==> src/rtl/flag_cdc_sched_pkg.sv <==
// Shared types and helpers for the flag CDC scheduler.
package flag_cdc_pkg;

    // Window FSM states: idle, flag high window, flag low window.
    typedef enum logic [1:0] {
        IDLE    = 2'd0,
        ASSERT  = 2'd1,
        RELEASE = 2'd2
    } state_t;

    // Width of the window down-counter: enough to hold max(HOLD, GAP).
    function automatic int win_cnt_w(input int hold, input int gap);
        int m;
        m = (hold > gap) ? hold : gap;
        return (m < 1) ? 1 : $clog2(m + 1);
    endfunction

endpackage

==> src/rtl/flag_cdc_sched_rr_arbiter.sv <==
// Combinational round-robin arbiter: search starts one past the last grant.
module rr_arbiter #(
    parameter int N_REQ = 4,
    parameter int ID_W  = $clog2(N_REQ)
) (
    input  logic [N_REQ-1:0] i_req,
    input  logic [ID_W-1:0]  i_last,
    output logic [N_REQ-1:0] o_gnt,
    output logic [ID_W-1:0]  o_id,
    output logic             o_any
);

    localparam int unsigned N_U = N_REQ;

    logic            w_found;
    logic [ID_W-1:0] w_idx;

    // Scan requesters in rotating order and grant the first pending one.
    always_comb begin
        o_gnt   = '0;
        o_id    = '0;
        w_found = 1'b0;
        w_idx   = '0;
        for (int unsigned k = 1; k <= N_U; k++) begin
            w_idx = ID_W'((32'(i_last) + k) % N_U);
            if (!w_found && i_req[w_idx]) begin
                w_found      = 1'b1;
                o_gnt[w_idx] = 1'b1;
                o_id         = w_idx;
            end
        end
    end

    assign o_any = |i_req;

endmodule

==> src/rtl/flag_cdc_sched.sv <==
// Source-domain scheduler sharing one flag CDC channel among N_REQ requesters.
module flag_cdc_sched
    import flag_cdc_pkg::*;
#(
    parameter int N_REQ = 4,
    parameter int ID_W  = $clog2(N_REQ),
    parameter int HOLD  = 4,
    parameter int GAP   = 4,
    parameter int CNT_W = 3
) (
    input  logic             clkA,
    input  logic             rst,
    input  logic [N_REQ-1:0] req_i,
    input  logic             clr_ovf_i,
    output logic             flag_o,
    output logic [ID_W-1:0]  id_o,
    output logic             busy_o,
    output logic [N_REQ-1:0] pend_o,
    output logic [N_REQ-1:0] ovf_o
);

    localparam int              WIN_W   = win_cnt_w(HOLD, GAP);
    localparam logic [CNT_W-1:0] CNT_MAX = '1;
    localparam logic [WIN_W-1:0] WIN_HOLD = WIN_W'(HOLD - 1);
    localparam logic [WIN_W-1:0] WIN_GAP  = WIN_W'(GAP - 1);

    state_t           r_state, w_state_nxt;
    logic [WIN_W-1:0] r_win, w_win_nxt;
    logic [ID_W-1:0]  r_id, r_last;
    logic             r_flag;
    logic [CNT_W-1:0] r_cnt [N_REQ];
    logic [N_REQ-1:0] r_ovf, w_ovf_nxt;
    logic [N_REQ-1:0] w_pend, w_gnt, w_dec, w_ovf_set;
    logic [ID_W-1:0]  w_gnt_id;
    logic             w_any, w_grant_en;

    // Pending flags derived from the registered counters.
    always_comb begin
        w_pend = '0;
        for (int unsigned i = 0; i < N_REQ; i++) begin
            w_pend[i] = (r_cnt[i] != '0);
        end
    end

    rr_arbiter #(
        .N_REQ (N_REQ),
        .ID_W  (ID_W)
    ) u_arb (
        .i_req  (w_pend),
        .i_last (r_last),
        .o_gnt  (w_gnt),
        .o_id   (w_gnt_id),
        .o_any  (w_any)
    );

    // Next-state logic: grants happen only in IDLE or the last RELEASE cycle.
    always_comb begin
        w_state_nxt = r_state;
        w_win_nxt   = r_win;
        w_grant_en  = 1'b0;
        case (r_state)
            IDLE: begin
                if (w_any) begin
                    w_grant_en  = 1'b1;
                    w_state_nxt = ASSERT;
                    w_win_nxt   = WIN_HOLD;
                end
            end
            ASSERT: begin
                if (r_win == '0) begin
                    w_state_nxt = RELEASE;
                    w_win_nxt   = WIN_GAP;
                end else begin
                    w_win_nxt = r_win - WIN_W'(1);
                end
            end
            RELEASE: begin
                if (r_win == '0) begin
                    if (w_any) begin
                        w_grant_en  = 1'b1;
                        w_state_nxt = ASSERT;
                        w_win_nxt   = WIN_HOLD;
                    end else begin
                        w_state_nxt = IDLE;
                    end
                end else begin
                    w_win_nxt = r_win - WIN_W'(1);
                end
            end
            default: begin
                w_state_nxt = IDLE;
                w_win_nxt   = '0;
            end
        endcase
    end

    // Counter decrements and overflow detection; a simultaneous request and grant cancel out.
    always_comb begin
        w_dec     = w_grant_en ? w_gnt : '0;
        w_ovf_set = '0;
        for (int unsigned i = 0; i < N_REQ; i++) begin
            w_ovf_set[i] = req_i[i] && !w_dec[i] && (r_cnt[i] == CNT_MAX);
        end
        w_ovf_nxt = (clr_ovf_i ? '0 : r_ovf) | w_ovf_set;
    end

    // FSM, window counter and registered channel outputs; flag is a flop so the CDC input is glitch-free.
    always_ff @(posedge clkA) begin
        if (rst) begin
            r_state <= IDLE;
            r_win   <= '0;
            r_flag  <= 1'b0;
            r_id    <= '0;
            r_last  <= ID_W'(N_REQ - 1);
        end else begin
            r_state <= w_state_nxt;
            r_win   <= w_win_nxt;
            r_flag  <= (w_state_nxt == ASSERT);
            if (w_grant_en) begin
                r_id   <= w_gnt_id;
                r_last <= w_gnt_id;
            end
        end
    end

    // Per-requester saturating pending counters and sticky overflow bits.
    always_ff @(posedge clkA) begin
        if (rst) begin
            for (int unsigned i = 0; i < N_REQ; i++) begin
                r_cnt[i] <= '0;
            end
            r_ovf <= '0;
        end else begin
            for (int unsigned i = 0; i < N_REQ; i++) begin
                if (req_i[i] && !w_dec[i]) begin
                    if (r_cnt[i] != CNT_MAX) begin
                        r_cnt[i] <= r_cnt[i] + CNT_W'(1);
                    end
                end else if (!req_i[i] && w_dec[i]) begin
                    r_cnt[i] <= r_cnt[i] - CNT_W'(1);
                end
            end
            r_ovf <= w_ovf_nxt;
        end
    end

    assign flag_o = r_flag;
    assign id_o   = r_id;
    assign busy_o = (r_state != IDLE);
    assign pend_o = w_pend;
    assign ovf_o  = r_ovf;

endmodule
==> config.mk <==
export PLATFORM = sky130hd
export DESIGN_NAME = flag_cdc_sched
export DESIGN_NICKNAME = d
export VERILOG_FILES = /design/src/rtl/flag_cdc_sched_pkg.sv /design/src/rtl/flag_cdc_sched_rr_arbiter.sv /design/src/rtl/flag_cdc_sched.sv
export SDC_FILE = /design/constraint.sdc
export NUM_CORES = 1
export LEC_CHECK = 0
export CAP_MARGIN = 20
export CORE_ASPECT_RATIO = 0.5
export CORE_MARGIN = 2
export CORE_UTILIZATION = 35
export CTS_CLUSTER_SIZE = 16
export DETAILED_ROUTE_END_ITERATION = 16
export HOLD_SLACK_MARGIN = 0.06
export PLACE_DENSITY_LB_ADDON = 0.25
export SLEW_MARGIN = 15
export SYNTH_ARGS = -nofsm -noshare
export SYNTH_HDL_FRONTEND = slang
export SYNTH_SLANG_ARGS = --single-unit
==> constraint.sdc <==
create_clock -name clkA -period 5.47 [get_ports clkA]
set_input_delay 1.094 -clock clkA [delete_from_list [all_inputs] [get_ports clkA]]
set_output_delay 1.094 -clock clkA [all_outputs]
set_load 0.02 [all_outputs]
==> results.ini <==
[outcome]
outcome=complete, no violations

[final_layout]
area_delta_synth_final_pct=14.6
layout.cells.non_filler=358
multi_input_area_um2=1480
fillerInstances=619
n_antenna_cell=0
final_area_um2=2600
finalNetCount=295
seq_area_um2=641
drive_gt1_share_pct=8.15

[drt]
wl_um=5810
route.detailed.drc=0
drtIter0Drc=160
wl_met1_um=2870
avgViaCountPerCell=5.76
dr.pass1.iters=4
antenna_left=0
met3_length_um=324
topRoutingLayerUsed=met4
via_count=2063
met2_length_um=2530
drt-wirelength-per-cell_um=16.2

[min_path]
hold_start=id_o[0]
worstHoldPathType=reg2reg
hold_end=id_o[0]
holdPathStages=2

[timing]
clock_skew_ns=0.00253
setup_viol=0
fmax_mhz=234
period_share_pct=78.3
max_slew.worst_pin.slew_ns=0.843
drv_slew=0
max_slew_margin_pct=43.7
hold_violations=0
period_needed_ns=4.28
rsz0062_at_grt=no
fin_tns_setup_ns=0

[clock_tree]
cts-buffers-inserted=3
path_clk_slew_ns=0.07
cts-root-buf=clkbuf_16
clk_path_buf_depth=2
cts_setup_buffers=0
cts_resized=0
clk_latency_ns=0.27
clock-sinks=26
htreeDepth=1
cts_tree=built
cts_hold_buf=0

[global_routing]
grt_usage_pct=16.6
grt_overflow_total=0
grt_max_degree=23
antenna_found_initial=0
grt_pass1_vias=1933
grt_pass1_wl_um=9440

[run]
drv_cap=0

[synth]
synth_top_area_share_pct=15.9
synth_edf_count=12
yosysSeqAreaShare_pct=28.2
yosys-top-cells-area=edfxtp_1 16%, dfxtp_1 12%, ha_1 7.7%
synthFlopType=dfxtp_1
yosysWarnings=0
synthTopCellsByCount=23 x nor2_1, 21 x nand2_1, 18 x inv_1, 18 x o21ai_0, 16 x nand3_1
ys_ff_latch=26
synth_cells=262
syn_nets=286
yosysUniqueCellTypes=49
async_flop_share_pct=0
netlist_area_um2=2270
post-synth-top-count-cell=nor2_1
yosysTopAreaCell=edfxtp_1
synth_area_per_cell_um2=8.66

[placed_design]
gp_congestion=0.973
place_area_um2=2500
dp_hpwl_um=4110
dp.cells=354
portBuffers=18

[die]
core_area_um2=6160
start_util_pct=36.9
core.rowCount=20
die_h_um=60.9
die_w_um=118
die_area_um2=7180
io_pins=19

[setup_path]
crit_path_end_kind=flop
worstSetupPathType=reg2reg
reg2reg_depth=9
crit_fanout=19
critPathLaunchType=flop
rr_endpoint=r_cnt[1][1]
r2r_slack_ns=1.19
worstPathArrival_ns=4.40
r2r_start=r_last[0]
cp.required_ns=5.59

[power_and_ir_drop]
power.density_nw_per_um2=668
p_total_mw=1.74
ir_drop_mv=0.235
total_leakage_power_nw=0.953

[worst max-delay path by stage]
| stage | cells past startpoint | slack, ns | start | endpoint |
|---|---|---|---|---|
| floorplan | 10 | 2.07 | r_last[0] | r_cnt[2][1] |
| global placement | 9 | 1.44 | r_last[0] | r_cnt[2][1] |
| detailed placement | 9 | 1.26 | r_last[0] | r_cnt[0][1] |
| CTS | 9 | 1.25 | r_last[0] | r_cnt[0][1] |
| global route | 9 | 0.87 | r_last[0] | r_cnt[0][1] |
| finish | 9 | 1.19 | r_last[0] | r_cnt[1][1] |
[cells by family (layout without fill, tap and decap cells)]
| kind of cell | count (synthesis) | in the layout | share of synthesized area, % |
|---|---|---|---|
| adder cells (fa/ha/maj) | 17 | 17 | 10.4 |
| multiplexers | 13 | 13 | 8.82 |
| AO/OA/AOI/OAI | 74 | 74 | 23.8 |
| flip-flops | 26 | 26 | 28.2 |
| buffers and inverters | 35 | 43 | 6.56 |
| AND/OR/NAND/NOR | 92 | 92 | 20.3 |
| XOR/XNOR | 5 | 5 | 1.93 |
[power by group]
part | switching [mW] | total [mW] | internal, mW
Clock | 0.0772 | 0.223 | 0.146
Sequential | 0.0925 | 0.383 | 0.291
Combinational | 0.674 | 1.13 | 0.458
[routing by layer]
layer | global-route usage, % | up-vias
met5 | 0 | -
met4 | 6.02 | 0
met3 | 3.85 | 6
met2 | 26.9 | 52
met1 | 22.3 | 1007
li1 | - | 998
[critical path, cell delays in order, from the launching register on]
cell	delay (ns)
dfxtp_1	0.76
clkinv_1	0.50
ha_1	0.70
mux4_1	0.70
nor2_1	0.17
o22ai_2	0.14
o21ai_0	0.24
fa_1	0.46
or3_1	0.31
mux2i_1	0.14
[stage by stage]
step	setup WS, ns	utilization (%)	hold slack (ns)
after global routing	0.872	42.3	0.477
after CTS	1.25	42.3	0.465
final	1.19	42.3	0.463
after global placement	1.44	40.5	0.440
after floorplan	2.07	-	0.490
after detailed placement	1.26	40.5	0.446
[final cells by class]
| type | count | share of cell area [%] |
|---|---|---|
| sequential | 26 | 24.6 |
| inverter | 20 | 2.98 |
| tap | 88 | 4.23 |
| multi-input combinational | 201 | 56.9 |
| clock buffer | 3 | 2.89 |
| timing repair buffer | 19 | 7.22 |
| clock inverter | 1 | 1.15 |
[state kept, by name (all words and copies together), names as in the netlist]
name	flops
id_o	2
flag_o	1
r_win	3
ovf_o	4
r_state	2
r_cnt	12
r_last	2
[layout by cell type (no fill, tap or decap), types with 4 or more instances in the layout]
cell type | netlist | final
nor2_1 | 23 | 23
xnor2_1 | 5 | 5
a21oi_1 | 13 | 13
or3_1 | 8 | 8
nand3_1 | 16 | 16
nor3_1 | 4 | 4
inv_1 | 18 | 18
o211ai_1 | 7 | 7
edfxtp_1 | 12 | 12
clkdlybuf4s50_1 | 0 | 18
nand2_1 | 21 | 21
ha_1 | 14 | 14
mux2i_1 | 8 | 8
o21ai_0 | 18 | 18
a211oi_1 | 6 | 6
dfxtp_1 | 14 | 14
o22ai_1 | 6 | 6
nand4_1 | 5 | 5
No activity file was read; power rests on OpenSTA's default activity.
